### src/rtl/mtimer_irq_gen.sv
// Machine timer: 64-bit mtime with prescaler, 64-bit mtimecmp,
// 32-bit register bus and level timer interrupt.
module mtimer_irq_gen #(
  parameter logic [7:0]  PRESC_RST = 8'd0,
  parameter logic [63:0] CMP_RST   = 64'hFFFF_FFFF_FFFF_FFFF
) (
  input  logic        i_clk,
  input  logic        i_rst,
  input  logic        i_req,
  input  logic        i_we,
  input  logic [4:0]  i_addr,
  input  logic [31:0] i_wdata,
  output logic [31:0] o_rdata,
  output logic        o_ack,
  output logic        o_t_irq
);

  localparam logic [2:0] A_MLO  = 3'd0;
  localparam logic [2:0] A_MHI  = 3'd1;
  localparam logic [2:0] A_CLO  = 3'd2;
  localparam logic [2:0] A_CHI  = 3'd3;
  localparam logic [2:0] A_CTRL = 3'd4;

  logic [63:0] mtime, mtime_nxt;
  logic [63:0] cmp, cmp_nxt;
  logic        en, en_nxt;
  logic [7:0]  presc, presc_nxt;
  logic [7:0]  pre_cnt, pre_nxt;
  logic [31:0] shadow, shadow_nxt;
  logic [31:0] rdata_nxt;
  logic        tick;
  logic        wr, rd;
  logic [2:0]  sel;
  logic        unused_addr;

  assign sel         = i_addr[4:2];
  assign wr          = i_req & i_we;
  assign rd          = i_req & ~i_we;
  assign unused_addr = ^i_addr[1:0];
  assign tick        = en && (pre_cnt == presc);

  always_comb begin
    mtime_nxt  = tick ? mtime + 64'd1 : mtime;
    pre_nxt    = en ? (tick ? 8'd0 : pre_cnt + 8'd1) : pre_cnt;
    cmp_nxt    = cmp;
    en_nxt     = en;
    presc_nxt  = presc;
    shadow_nxt = shadow;
    rdata_nxt  = 32'd0;
    if (wr) begin
      case (sel)
        A_MLO:  mtime_nxt = {mtime[63:32], i_wdata};
        A_MHI:  mtime_nxt = {i_wdata, mtime[31:0]};
        A_CLO:  cmp_nxt   = {cmp[63:32], i_wdata};
        A_CHI:  cmp_nxt   = {i_wdata, cmp[31:0]};
        A_CTRL: begin
          en_nxt    = i_wdata[0];
          presc_nxt = i_wdata[15:8];
          pre_nxt   = 8'd0;
        end
        default: ;
      endcase
    end
    // LO read snapshots the upper half so a following HI read is coherent
    if (rd) begin
      case (sel)
        A_MLO: begin
          rdata_nxt  = mtime[31:0];
          shadow_nxt = mtime[63:32];
        end
        A_MHI:  rdata_nxt = shadow;
        A_CLO:  rdata_nxt = cmp[31:0];
        A_CHI:  rdata_nxt = cmp[63:32];
        A_CTRL: rdata_nxt = {16'd0, presc, 7'd0, en};
        default: ;
      endcase
    end
  end

  always_ff @(posedge i_clk) begin
    if (i_rst) begin
      mtime   <= 64'd0;
      cmp     <= CMP_RST;
      en      <= 1'b1;
      presc   <= PRESC_RST;
      pre_cnt <= 8'd0;
      shadow  <= 32'd0;
      o_ack   <= 1'b0;
      o_rdata <= 32'd0;
      o_t_irq <= 1'b0;
    end else begin
      mtime   <= mtime_nxt;
      cmp     <= cmp_nxt;
      en      <= en_nxt;
      presc   <= presc_nxt;
      pre_cnt <= pre_nxt;
      shadow  <= shadow_nxt;
      o_ack   <= i_req;
      o_rdata <= rdata_nxt;
      o_t_irq <= (mtime >= cmp);
    end
  end

endmodule
### config.mk
export PLATFORM = sky130hd
export DESIGN_NAME = mtimer_irq_gen
export DESIGN_NICKNAME = d
export VERILOG_FILES = /design/src/rtl/mtimer_irq_gen.sv
export SDC_FILE = /design/constraint.sdc
export NUM_CORES = 1
export LEC_CHECK = 0
export CORE_UTILIZATION = 55
export CTS_CLUSTER_SIZE = 40
export DETAILED_ROUTE_END_ITERATION = 7
export PLACE_DENSITY = 0.78
export SLEW_MARGIN = 10
export SYNTH_ARGS = -nofsm -noshare
export SYNTH_HDL_FRONTEND = slang
export SYNTH_SLANG_ARGS = --single-unit
### constraint.sdc
create_clock -name i_clk -period 4.66 [get_ports i_clk]
set_input_delay 0.932 -clock i_clk [delete_from_list [all_inputs] [get_ports i_clk]]
set_output_delay 0.932 -clock i_clk [all_outputs]
set_load 0.01 [all_outputs]
==> load_flow_metrics.sql, run 1 <==
INSERT INTO impl_metrics (metric_group, metric, value, unit) VALUES
('run_status', 'run_status', 'completed', ''),
('synth', 'yosysUniqueCellTypes', '67', ''),
('flow_run', 'max_cap_viol_count', '0', ''),
('floorplan', 'starting_density_of_the_core', '56.8', '%'),
('placed_design', 'placed_cell_area', '12600', 'µm²'),
('global_routing', 'grt_pass1_wl', '58.9', 'mm'),
('critical_path', 'worst-r2r-setup-slack', '1.62', 'ns'),
('drt', 'remaining_routing_drc_violations', '0', ''),
('placed_design', 'place_hpwl', '25.6', 'mm'),
('synth', 'syn-instance-count', '1433', ''),
('floorplan', 'num_io_pins', '75', ''),
('global_routing', 'grt_start_max_net_pins', '54', ''),
('sta', 'worst_max_slew_margin_expressed_relative_to_the_limit', '35.9', '%'),
('cells_and_area', 'core_util_final', '65.4', '%'),
('cts', 'cts.clk_slew.worst_paths', '0.06', 'ns'),
('synth', 'syn_area_per_cell', '8.10', 'µm²'),
('cts', 'cts_root_buffer', 'sky130_fd_sc_hd__clkbuf_16', ''),
('sta', 'post-route-worst-setup-slack', '1.53', 'ns'),
('drt', 'viasPerCell', '6.63', ''),
('synth', 'synth.yosys.seq_area_share', '36.4', '%'),
('cells_and_area', 'nNetsFinal', '1568', ''),
('synth', 'ys_async_rst_share', '0', '%'),
('cells_and_area', 'ff_latch_area', '4220', 'µm²'),
('global_routing', 'grt_usage', '34.4', '%'),
('drt', 'dr.first_iter.drc_count', '1496', ''),
('critical_path', 'worstSetupStartpointType', 'primary input', ''),
('placed_design', 'finalWeightedCongestion', '0.975', ''),
('cts', 'max_clock_buf_depth', '3', ''),
('placed_design', 'dp_slack', '1.06', 'ns'),
('drt', 'detail_route.wirelength', '37.7', 'mm'),
('sta', 'unrepaired_setup_endpoints_after_global_routing', 'no', ''),
('global_routing', 'grt_overflow_total', '0', ''),
('synth', 'yosysWarningCount', '0', ''),
('floorplan', 'die_width', '147', 'µm'),
('sta', 'drv_slew', '0', ''),
('power', 'worst_ir_drop_vdd', '283', 'µV'),
('cts', 'cts.repair_timing.setup_buffer_count', '0', ''),
('critical_path', 'timing.critical_path.slowest_stage_cell', 'sky130_fd_sc_hd__clkdlybuf4s50_1', ''),
('synth', 'post_synth_instance_area', '11600', 'µm²'),
('cts', 'cts-hold-fix-buffers', '0', ''),
('critical_path', 'cp_data_required_time', '5.08', 'ns'),
('drt', 'wl_per_cell', '21.6', 'µm'),
('cells_and_area', 'final_layout_size_suffix_gt1_share', '7.46', '%'),
('drt', 'drt_pre_antenna_iters', '7', ''),
('critical_path', 'crit_path_cell_trace', 'clkdlybuf4s50_1, nor4bb_4, or2_2, buf_4, or4_1, nor2_1, a311o_1', ''),
('floorplan', 'floorplan.die_area', '21700', 'µm²'),
('sta', 'period_needed', '3.13', 'ns'),
('critical_path', 'setup.worst_path.class', 'in2reg', ''),
('global_routing', 'vias_in_the_first_global_route', '10700', ''),
('cells_and_area', 'synthToLayoutAreaGrowth', '15.2', '%'),
('critical_path', 'worst-path-max-fanout', '21', ''),
('sta', 'final-hold-violation-count', '0', ''),
('floorplan', 'floorplan.core_area', '20400', 'µm²'),
('critical_path', 'cp_data_arrival_time', '3.54', 'ns'),
('cts', 'cts_tree', 'done', ''),
('cts', 'worstSkewPairLatency', '0.53', 'ns'),
('synth', 'synth_seq_cells', '211', ''),
('floorplan', 'placement_rows', '52', ''),
('synth', 'synthesis.nets', '1540', ''),
('critical_path', 'worst_path_largest_cell_delay', '0.70', 'ns'),
('sta', 'worst_clock_skew', '0.00960', 'ns'),
('drt', 'dr_total_vias', '11600', ''),
('sta', 'setup_viol', '0', ''),
('power', 'power_leakage', '0.00524', 'µW'),
('sta', 'timing.setup.tns', '0', 'ns'),
('floorplan', 'die_y', '147', 'µm'),
('worst_hold_path', 'timing.hold.worst.class', 'reg2reg', ''),
('drt', 'postRouteAntennaNets', '0', ''),
('synth', 'commonest_register_cell_after_synthesis', 'sky130_fd_sc_hd__dfxtp_1', ''),
('power', 'total_power_after_layout', '4330', 'µW'),
('cts', 'htreeDepth', '1', '');
## critical path: cells and delay by family
kind / cells / cell delay [ns]
compound gates: 1 / 0.26
buf+inv: 2 / 1.06
simple gates: 4 / 1.27
## layout by cell type, fill, tap and decap left out, types with 5 or more instances in the layout
cell type / count
sky130_fd_sc_hd__nor2b_1: 6
sky130_fd_sc_hd__clkbuf_16: 25
sky130_fd_sc_hd__o21a_1: 5
sky130_fd_sc_hd__a21oi_1: 85
sky130_fd_sc_hd__mux2_2: 22
sky130_fd_sc_hd__nor3_1: 22
sky130_fd_sc_hd__o22ai_1: 19
sky130_fd_sc_hd__ha_1: 66
sky130_fd_sc_hd__and4_1: 5
sky130_fd_sc_hd__clkdlybuf4s50_1: 70
sky130_fd_sc_hd__nand2_1: 244
sky130_fd_sc_hd__o311ai_0: 9
sky130_fd_sc_hd__inv_1: 74
sky130_fd_sc_hd__clkbuf_8: 9
sky130_fd_sc_hd__or4_1: 12
sky130_fd_sc_hd__xnor2_1: 11
sky130_fd_sc_hd__a221o_1: 5
sky130_fd_sc_hd__and2_1: 9
sky130_fd_sc_hd__and3_1: 24
sky130_fd_sc_hd__nor2_1: 49
sky130_fd_sc_hd__buf_4: 29
sky130_fd_sc_hd__xor2_1: 20
sky130_fd_sc_hd__o211ai_1: 87
sky130_fd_sc_hd__or3_1: 22
sky130_fd_sc_hd__o22a_1: 9
sky130_fd_sc_hd__dfxtp_1: 211
sky130_fd_sc_hd__a31oi_1: 14
sky130_fd_sc_hd__a22oi_1: 72
sky130_fd_sc_hd__nand3_1: 47
sky130_fd_sc_hd__nand4_1: 36
sky130_fd_sc_hd__mux2i_1: 5
sky130_fd_sc_hd__o21ai_0: 39
sky130_fd_sc_hd__a22o_1: 9
sky130_fd_sc_hd__a211oi_1: 7
sky130_fd_sc_hd__a32oi_1: 8
sky130_fd_sc_hd__nor4_1: 18
## layout make-up
class	instances	area share [%]
clock buffer	37	5.69
clock inverter	3	0.300
inverter	75	2.11
multi-input combinational	1048	50.7
sequential	211	31.6
tap	270	2.53
timing repair buffer	101	7.06
## cells in the mapped netlist (6+ instances only)
cell type / n / share of area, %
sky130_fd_sc_hd__a22o_1: 9 / 0.68
sky130_fd_sc_hd__nor3_1: 23 / 0.99
sky130_fd_sc_hd__and3_1: 24 / 1.3
sky130_fd_sc_hd__o22ai_1: 19 / 1.0
sky130_fd_sc_hd__and4_1: 6 / 0.45
sky130_fd_sc_hd__or4_1: 12 / 0.78
sky130_fd_sc_hd__nand3_1: 47 / 2.0
sky130_fd_sc_hd__a21oi_1: 85 / 3.7
sky130_fd_sc_hd__dfxtp_1: 211 / 36
sky130_fd_sc_hd__o22a_1: 9 / 0.68
sky130_fd_sc_hd__xor2_1: 20 / 1.5
sky130_fd_sc_hd__nor2b_1: 8 / 0.43
sky130_fd_sc_hd__nor2_1: 50 / 1.6
sky130_fd_sc_hd__buf_1: 14 / 0.45
sky130_fd_sc_hd__o211ai_1: 87 / 5.6
sky130_fd_sc_hd__o311ai_0: 9 / 0.68
sky130_fd_sc_hd__inv_1: 74 / 2.4
sky130_fd_sc_hd__nand2_1: 244 / 7.9
sky130_fd_sc_hd__and2_1: 9 / 0.49
sky130_fd_sc_hd__a22oi_1: 72 / 4.7
sky130_fd_sc_hd__a32oi_1: 8 / 0.60
sky130_fd_sc_hd__xnor2_1: 11 / 0.83
sky130_fd_sc_hd__a31oi_1: 14 / 0.75
sky130_fd_sc_hd__a211oi_1: 7 / 0.45
sky130_fd_sc_hd__or3_1: 22 / 1.2
sky130_fd_sc_hd__mux2_2: 22 / 2.1
sky130_fd_sc_hd__ha_1: 66 / 7.1
sky130_fd_sc_hd__o21ai_0: 39 / 1.7
sky130_fd_sc_hd__clkbuf_1: 83 / 2.7
sky130_fd_sc_hd__nor4_1: 19 / 1.0
sky130_fd_sc_hd__nand4_1: 36 / 1.9
## stage by stage
step,hold slack (ns),cells
2_1_floorplan,0.432,1433
3_3_place_gp,0.439,1705
3_5_place_dp,0.442,1705
4_1_cts,0.454,1745
5_1_grt,0.469,1745
6_report,0.449,1745
## cell families after synthesis
logic type	synth area share [%]
compound gates	23.8
mux	2.76
buf+inv	5.65
xor+xnor	2.34
fa+ha+maj	7.12
flops	36.4
simple gates	21.9
## layer usage
metal,routed length (µm),track usage [%]
met3,4610,8.14
met1,15500,46.9
met2,16300,52.2
met5,0,0
met4,1270,13.9
## state kept, by name, indices dropped and copies added (netlist names)
register and flops:
cmp 64, mtime 64, o_rdata 32, shadow 32, pre_cnt 8, presc 8, en 1, o_ack 1
o_t_irq 1
## worst paths after layout
path / start / to / depth (start not counted)
worst min-delay path: cmp[3] / o_rdata[3] / 2
worst max-delay path: i_we / mtime[57] / 7
worst min register to register: cmp[3] / o_rdata[3] / 2
worst max register to register: mtime[1] / mtime[30] / 7
## power by group
group / switching (µW) / leakage, µW / internal (µW)
Combinational: 277 / 0.00313 / 173
Sequential: 92.9 / 0.00171 / 1860
Clock: 765 / 0.000398 / 1160
Total: 1130 / 0.00524 / 3200
(Power assumes the default switching activity.)
==> run 2, diff against run 1 <==
==> constraint.sdc (replaced) <==
create_clock -name i_clk -period 3.12 [get_ports i_clk]
set_input_delay 0.624 -clock i_clk [delete_from_list [all_inputs] [get_ports i_clk]]
set_output_delay 0.624 -clock i_clk [all_outputs]
set_load 0.01 [all_outputs]
==> load_flow_metrics.sql, run 2 (same netlist as run 1, synthesis figures left out) <==
INSERT INTO impl_metrics (metric_group, metric, value, unit) VALUES
('run_status', 'run_status', 'completed', ''),
('sta', 'timing.setup.tns', '0', 'ns'),
('critical_path', 'worstSetupStartpointType', 'register', ''),
('drt', 'drt_pre_antenna_iters', '6', ''),
('sta', 'holdWs', '0.449', 'ns'),
('cells_and_area', 'diodes_inserted', '0', ''),
('sta', 'timing_worst_slew_pin_value', '0.772', 'ns'),
('cts', 'cts_root_buffer', 'sky130_fd_sc_hd__clkbuf_16', ''),
('floorplan', 'num_io_pins', '75', ''),
('sta', 'final-hold-violation-count', '0', ''),
('cts', 'htreeDepth', '1', ''),
('critical_path', 'reg2regPathDepth', '7', ''),
('critical_path', 'critical_path_endpoint_category', 'register', ''),
('critical_path', 'cp_data_required_time', '3.58', 'ns'),
('cts', 'worstSkewPairLatency', '0.52', 'ns'),
('flow_run', 'max_cap_viol_count', '0', ''),
('drt', 'postRouteAntennaNets', '0', ''),
('drt', 'remaining_routing_drc_violations', '0', ''),
('sta', 'period_needed', '2.76', 'ns'),
('global_routing', 'grt_start_max_net_pins', '65', ''),
('drt', 'dr.first_iter.drc_count', '1402', ''),
('cts', 'clock-sinks', '211', ''),
('drt', 'dr_total_vias', '11900', ''),
('critical_path', 'worst-path-max-fanout', '7', ''),
('global_routing', 'grt_overflow_total', '0', ''),
('power', 'p_int', '4700', 'µW'),
('worst_hold_path', 'timing.hold.worst.class', 'reg2reg', ''),
('cts', 'cts_tree', 'done', ''),
('cells_and_area', 'final_layout_size_suffix_gt1_share', '9.76', '%'),
('cts', 'cts.clk_slew.worst_paths', '0.06', 'ns'),
('floorplan', 'floorplan.core_area', '20400', 'µm²'),
('sta', 'worst_max_slew_margin_expressed_relative_to_the_limit', '48.5', '%'),
('global_routing', 'grt_pass1_wl', '60.2', 'mm'),
('cells_and_area', 'nNetsFinal', '1606', ''),
('floorplan', 'die_width', '147', 'µm'),
('worst_hold_path', 'hold_start', 'cmp[3]', ''),
('cts', 'max_clock_buf_depth', '3', ''),
('sta', 'worst_clock_skew', '0.00780', 'ns'),
('drt', 'detail_route.wirelength', '38.2', 'mm'),
('global_routing', 'number_of_antenna_violations_at_the_first_check_in_global_routing', '0', ''),
('cells_and_area', 'synthToLayoutAreaGrowth', '17.8', '%'),
('cts', 'cts.repair_timing.setup_buffer_count', '0', ''),
('cells_and_area', 'most-common-layout-cells', 'sky130_fd_sc_hd__nand2_1, sky130_fd_sc_hd__dfxtp_1, sky130_fd_sc_hd__o211ai_1, sky130_fd_sc_hd__a21oi_1, sky130_fd_sc_hd__inv_1', ''),
('drt', 'wl_per_cell', '21.4', 'µm'),
('sta', 'unrepaired_setup_endpoints_after_global_routing', 'no', ''),
('cts', 'postCtsResizedCells', '0', ''),
('power', 'worst_ir_drop_vdd', '376', 'µV'),
('global_routing', 'vias_in_the_first_global_route', '11100', ''),
('global_routing', 'grt_usage', '35.1', '%'),
('floorplan', 'placement_rows', '52', ''),
('floorplan', 'floorplan.die_area', '21700', 'µm²'),
('sta', 'timing.fmax', '362', 'MHz'),
('cells_and_area', 'fillCellCount', '1713', ''),
('power', 'power_leakage', '0.00543', 'µW'),
('drt', 'viasPerCell', '6.65', ''),
('critical_path', 'timing.rr.end', 'mtime[56]', ''),
('placed_design', 'place_hpwl', '26.5', 'mm'),
('power', 'seq_power_share', '45.4', '%'),
('power', 'switching_component_of_the_power', '1700', 'µW'),
('critical_path', 'cp_data_arrival_time', '3.23', 'ns'),
('power', 'combPwrFrac', '11.2', '%'),
('cells_and_area', 'ff_latch_area', '4220', 'µm²'),
('sta', 'drv_slew', '0', ''),
('critical_path', 'setup.worst_path.class', 'reg2reg', ''),
('power', 'p_clk_share', '43.4', '%'),
('cells_and_area', 'area_of_all_placed_cells_without_fillers', '13700', 'µm²'),
('sta', 'timing.final.crit_share', '88.6', '%'),
('power', 'p_per_area', '469', 'nW/µm²'),
('worst_hold_path', 'whs_path_depth', '2', ''),
('cells_and_area', 'layout_top_registers', 'cmp (64), mtime (64)', ''),
('worst_hold_path', 'min_to', 'o_rdata[3]', ''),
('placed_design', 'placed_cell_area', '12900', 'µm²'),
('critical_path', 'crit-reg2reg-launch', 'mtime[15]', ''),
('floorplan', 'die_y', '147', 'µm'),
('sta', 'setup_viol', '0', ''),
('cts', 'cts-hold-fix-buffers', '0', ''),
('critical_path', 'worst-r2r-setup-slack', '0.36', 'ns'),
('power', 'sw_ratio', '26.6', '%'),
('placed_design', 'finalWeightedCongestion', '1.00', ''),
('power', 'total_power_after_layout', '6400', 'µW'),
('cells_and_area', 'multi_input_comb_area', '6770', 'µm²'),
('cells_and_area', 'layout.cells.most_common', 'sky130_fd_sc_hd__nand2_1', ''),
('placed_design', 'buffer_ports.inserted', '72', ''),
('floorplan', 'starting_density_of_the_core', '56.8', '%'),
('cts', 'cts-buffers-inserted', '24', '');
[run 2: changes by cell type in the layout (fill, tap and decap cells not counted)]
| cell | before | now |
|---|---|---|
| sky130_fd_sc_hd__clkbuf_1 | 3 | 6 |
| sky130_fd_sc_hd__buf_12 | 1 | 5 |
| sky130_fd_sc_hd__clkbuf_8 | 9 | 4 |
| sky130_fd_sc_hd__buf_4 | 29 | 63 |
| sky130_fd_sc_hd__clkinvlp_4 | 0 | 1 |
| sky130_fd_sc_hd__clkinv_2 | 2 | 6 |
[run 2: how the worst max path moves through the flow]
| stage | startpoint | endpoint | depth (start not counted) |
|---|---|---|---|
| after floorplan | i_addr[2] | mtime[41] | 6 |
| after global placement | i_addr[4] | mtime[36] | 8 |
| after detailed placement | i_addr[4] | pre_cnt[3] | 5 |
| after CTS | presc[7] | mtime[56] | 6 |
| after global routing | mtime[15] | mtime[52] | 7 |
| final | mtime[15] | mtime[56] | 7 |
[run 2: per-stage QoR]
step | setup slack (ns) | cells | utilization (%)
finish | 0.357 | 1786 | 66.9
global route | 0.296 | 1786 | 66.9
CTS | 0.464 | 1786 | 66.9
detailed placement | 0.343 | 1743 | 63.1
global placement | 0.419 | 1743 | 63.1
floorplan | 0.700 | 1433 | -
[run 2: cell type report]
| cell class | count | share of cell area (%) |
|---|---|---|
| inverters | 75 | 2.06 |
| clock inverters | 8 | 0.494 |
| multi-input cells | 1048 | 49.6 |
| well taps | 270 | 2.47 |
| clock buffers | 35 | 5.15 |
| flip-flops and latches | 211 | 30.9 |
| repair buffers | 139 | 9.36 |
[run 2: worst max-delay path, stage by stage, from the launching register on]
cell and delay [ns]:
sky130_fd_sc_hd__dfxtp_1 0.51, sky130_fd_sc_hd__nand4_1 0.29, sky130_fd_sc_hd__nor4_1 0.42, sky130_fd_sc_hd__buf_4 0.20, sky130_fd_sc_hd__nor2b_1 0.29, sky130_fd_sc_hd__nand3_1 0.35
sky130_fd_sc_hd__or4b_1 0.56, sky130_fd_sc_hd__nand3_1 0.09
[run 2: power by group through the flow]
stage,Combinational [µW],Sequential (µW),Clock [µW]
after global routing,767,2920,2910
after detailed placement,691,2960,0
after CTS,697,2900,2800
after floorplan,411,2920,0
final,716,2910,2780
after global placement,672,2960,0
[run 2: metal layers]
| layer | wire (µm) | vias to the layer above | track usage, % |
|---|---|---|---|
| met5 | 0 | - | 0 |
| met3 | 4610 | 110 | 7.02 |
| met2 | 16500 | 767 | 54.2 |
| met4 | 1220 | 0 | 12.5 |
| met1 | 15900 | 5573 | 48.5 |
| li1 | - | 5435 | - |
==> run 3, diff against run 2 <==
--- a/config.mk
+++ b/config.mk
@@ -5,10 +5,10 @@
 export SDC_FILE = /design/constraint.sdc
 export NUM_CORES = 1
 export LEC_CHECK = 0
-export CORE_UTILIZATION = 55
+export CORE_UTILIZATION = 60
 export CTS_CLUSTER_SIZE = 40
 export DETAILED_ROUTE_END_ITERATION = 7
-export PLACE_DENSITY = 0.78
+export PLACE_DENSITY = 0.84
 export SLEW_MARGIN = 10
 export SYNTH_ARGS = -nofsm -noshare
 export SYNTH_HDL_FRONTEND = slang
==> load_flow_metrics.sql, run 3 (same netlist as run 1, synthesis figures left out) <==
INSERT INTO impl_metrics (metric_group, metric, value, unit) VALUES
('sta', 'timing_worst_slew_pin_value', '1.18', 'ns'),
('critical_path', 'worstSetupStartpointType', 'register', ''),
('sta', 'worst_clock_skew', '0.0149', 'ns'),
('cts', 'worstSkewPairLatency', '0.53', 'ns'),
('critical_path', 'setup.worst_path.class', 'reg2reg', ''),
('floorplan', 'placement_rows', '50', ''),
('cts', 'max_clock_buf_depth', '3', ''),
('critical_path', 'critical_path_endpoint_category', 'register', ''),
('sta', 'setup_viol', '0', ''),
('global_routing', 'vias_in_the_first_global_route', '11100', ''),
('floorplan', 'starting_density_of_the_core', '61.6', '%'),
('cts', 'cts_root_buffer', 'sky130_fd_sc_hd__clkbuf_16', ''),
('drt', 'remaining_routing_drc_violations', '0', ''),
('cts', 'cts-buffers-inserted', '24', ''),
('cts', 'cts-hold-fix-buffers', '0', ''),
('cells_and_area', 'nNetsFinal', '1595', ''),
('sta', 'final-hold-violation-count', '0', ''),
('drt', 'wl_per_cell', '21.5', 'µm'),
('drt', 'viasPerCell', '6.70', ''),
('floorplan', 'floorplan.core_area', '18800', 'µm²'),
('sta', 'post-route-worst-setup-slack', '0.350', 'ns'),
('floorplan', 'die_width', '141', 'µm'),
('drt', 'dr.first_iter.drc_count', '1451', ''),
('sta', 'unrepaired_setup_endpoints_after_global_routing', 'no', ''),
('critical_path', 'worst-path-max-fanout', '8', ''),
('run_status', 'run_status', 'completed', ''),
('critical_path', 'cp_data_required_time', '3.58', 'ns'),
('critical_path', 'crit_path_cell_trace', 'nand4_1, nor4_1, buf_4, nor2b_1, nand2_1, or3_1, o211ai_1', ''),
('cells_and_area', 'diodes_inserted', '0', ''),
('global_routing', 'grt_overflow_total', '0', ''),
('drt', 'detail_route.wirelength', '38.0', 'mm'),
('drt', 'postRouteAntennaNets', '0', ''),
('placed_design', 'finalWeightedCongestion', '1.03', ''),
('sta', 'worst_max_slew_margin_expressed_relative_to_the_limit', '21.1', '%'),
('sta', 'drv_slew', '0', ''),
('global_routing', 'grt_pass1_wl', '59.3', 'mm'),
('cells_and_area', 'final_layout_size_suffix_gt1_share', '9.24', '%'),
('cells_and_area', 'layout.cells.most_common', 'sky130_fd_sc_hd__nand2_1', ''),
('cells_and_area', 'synthToLayoutAreaGrowth', '17.0', '%'),
('global_routing', 'grt_start_max_net_pins', '72', ''),
('cells_and_area', 'core_util_final', '72.1', '%'),
('cts', 'htreeDepth', '1', ''),
('placed_design', 'placed_cell_area', '12800', 'µm²'),
('placed_design', 'place_hpwl', '26.1', 'mm'),
('placed_design', 'dp_slack', '0.130', 'ns'),
('power', 'power_leakage', '0.00537', 'µW'),
('sta', 'timing.setup.tns', '0', 'ns'),
('cts', 'clock-sinks', '211', ''),
('cts', 'cts.repair_timing.setup_buffer_count', '0', ''),
('sta', 'period_needed', '2.77', 'ns'),
('critical_path', 'cp_data_arrival_time', '3.23', 'ns'),
('sta', 'timing.final.crit_share', '88.8', '%'),
('placed_design', 'buffer_ports.inserted', '72', ''),
('sta', 'timing.fmax', '361', 'MHz'),
('drt', 'dr_total_vias', '11800', ''),
('floorplan', 'floorplan.die_area', '19900', 'µm²'),
('global_routing', 'number_of_antenna_violations_at_the_first_check_in_global_routing', '1', ''),
('global_routing', 'grt_usage', '38.0', '%'),
('floorplan', 'num_io_pins', '75', ''),
('cts', 'postCtsResizedCells', '0', ''),
('sta', 'holdWs', '0.451', 'ns'),
('cts', 'cts_tree', 'done', ''),
('cells_and_area', 'area_of_all_placed_cells_without_fillers', '13600', 'µm²'),
('flow_run', 'max_cap_viol_count', '0', ''),
('power', 'worst_ir_drop_vdd', '353', 'µV'),
('drt', 'drt_pre_antenna_iters', '6', ''),
('cells_and_area', 'most-common-layout-cells', 'sky130_fd_sc_hd__nand2_1, sky130_fd_sc_hd__dfxtp_1, sky130_fd_sc_hd__o211ai_1, sky130_fd_sc_hd__a21oi_1, sky130_fd_sc_hd__inv_1', ''),
('floorplan', 'die_y', '141', 'µm'),
('critical_path', 'worst_path_largest_cell_delay', '0.50', 'ns'),
('cells_and_area', 'layout_top_registers', 'cmp (64), mtime (64)', ''),
('worst_hold_path', 'timing.hold.worst.class', 'reg2reg', ''),
('cells_and_area', 'fillCellCount', '1453', ''),
('power', 'p_per_area', '472', 'nW/µm²'),
('critical_path', 'timing.critical_path.slowest_stage_cell', 'sky130_fd_sc_hd__or3_1', ''),
('cts', 'cts.clk_slew.worst_paths', '0.07', 'ns');
## run 3: routing by layer
| metal | part of all wire [%] | routed length (µm) | GRT usage (%) |
|---|---|---|---|
| met5 | 0 | 0 | 0 |
| met4 | 3.2 | 1210 | 14.4 |
| met3 | 13 | 5010 | 10.3 |
| met2 | 43 | 16400 | 58.1 |
| met1 | 40 | 15300 | 51.0 |
## run 3: area by class of cell
cell class	count	area [µm²]	area share (%)
Clock inverter	6	33.8	0.249
Clock buffer	36	747	5.50
Sequential cell	211	4220	31.1
Tap cell	260	325	2.40
Timing Repair Buffer	128	1200	8.81
Inverter	75	282	2.07
Multi-Input combinational cell	1048	6770	49.8
## run 3: power breakdown
group          switching [µW]  internal, µW
registers                 134          2780
logic                     423           275
clock network            1150          1640
total                    1710          4700
## run 3: critical path, delay by kind of cell, from the launching register on
kind | cells | cell delay (ns)
compound gates | 1 | 0.19
flops | 1 | 0.46
buf+inv | 1 | 0.21
simple gates | 5 | 1.84
## run 3: final timing paths
path | from | to | slack, ns | depth (start not counted)
max reg2reg | mtime[15] | mtime[52] | 0.35 | 7
min reg2reg | shadow[24] | shadow[24] | 0.45 | 2
min | shadow[24] | shadow[24] | 0.45 | 2
max | mtime[15] | mtime[52] | 0.35 | 7
## run 3: stage by stage
step	instances	power (µW)
global placement	1722	3610
global route	1764	6580
CTS	1764	6390
finish	1764	6410
detailed placement	1722	3640
floorplan	1433	3330
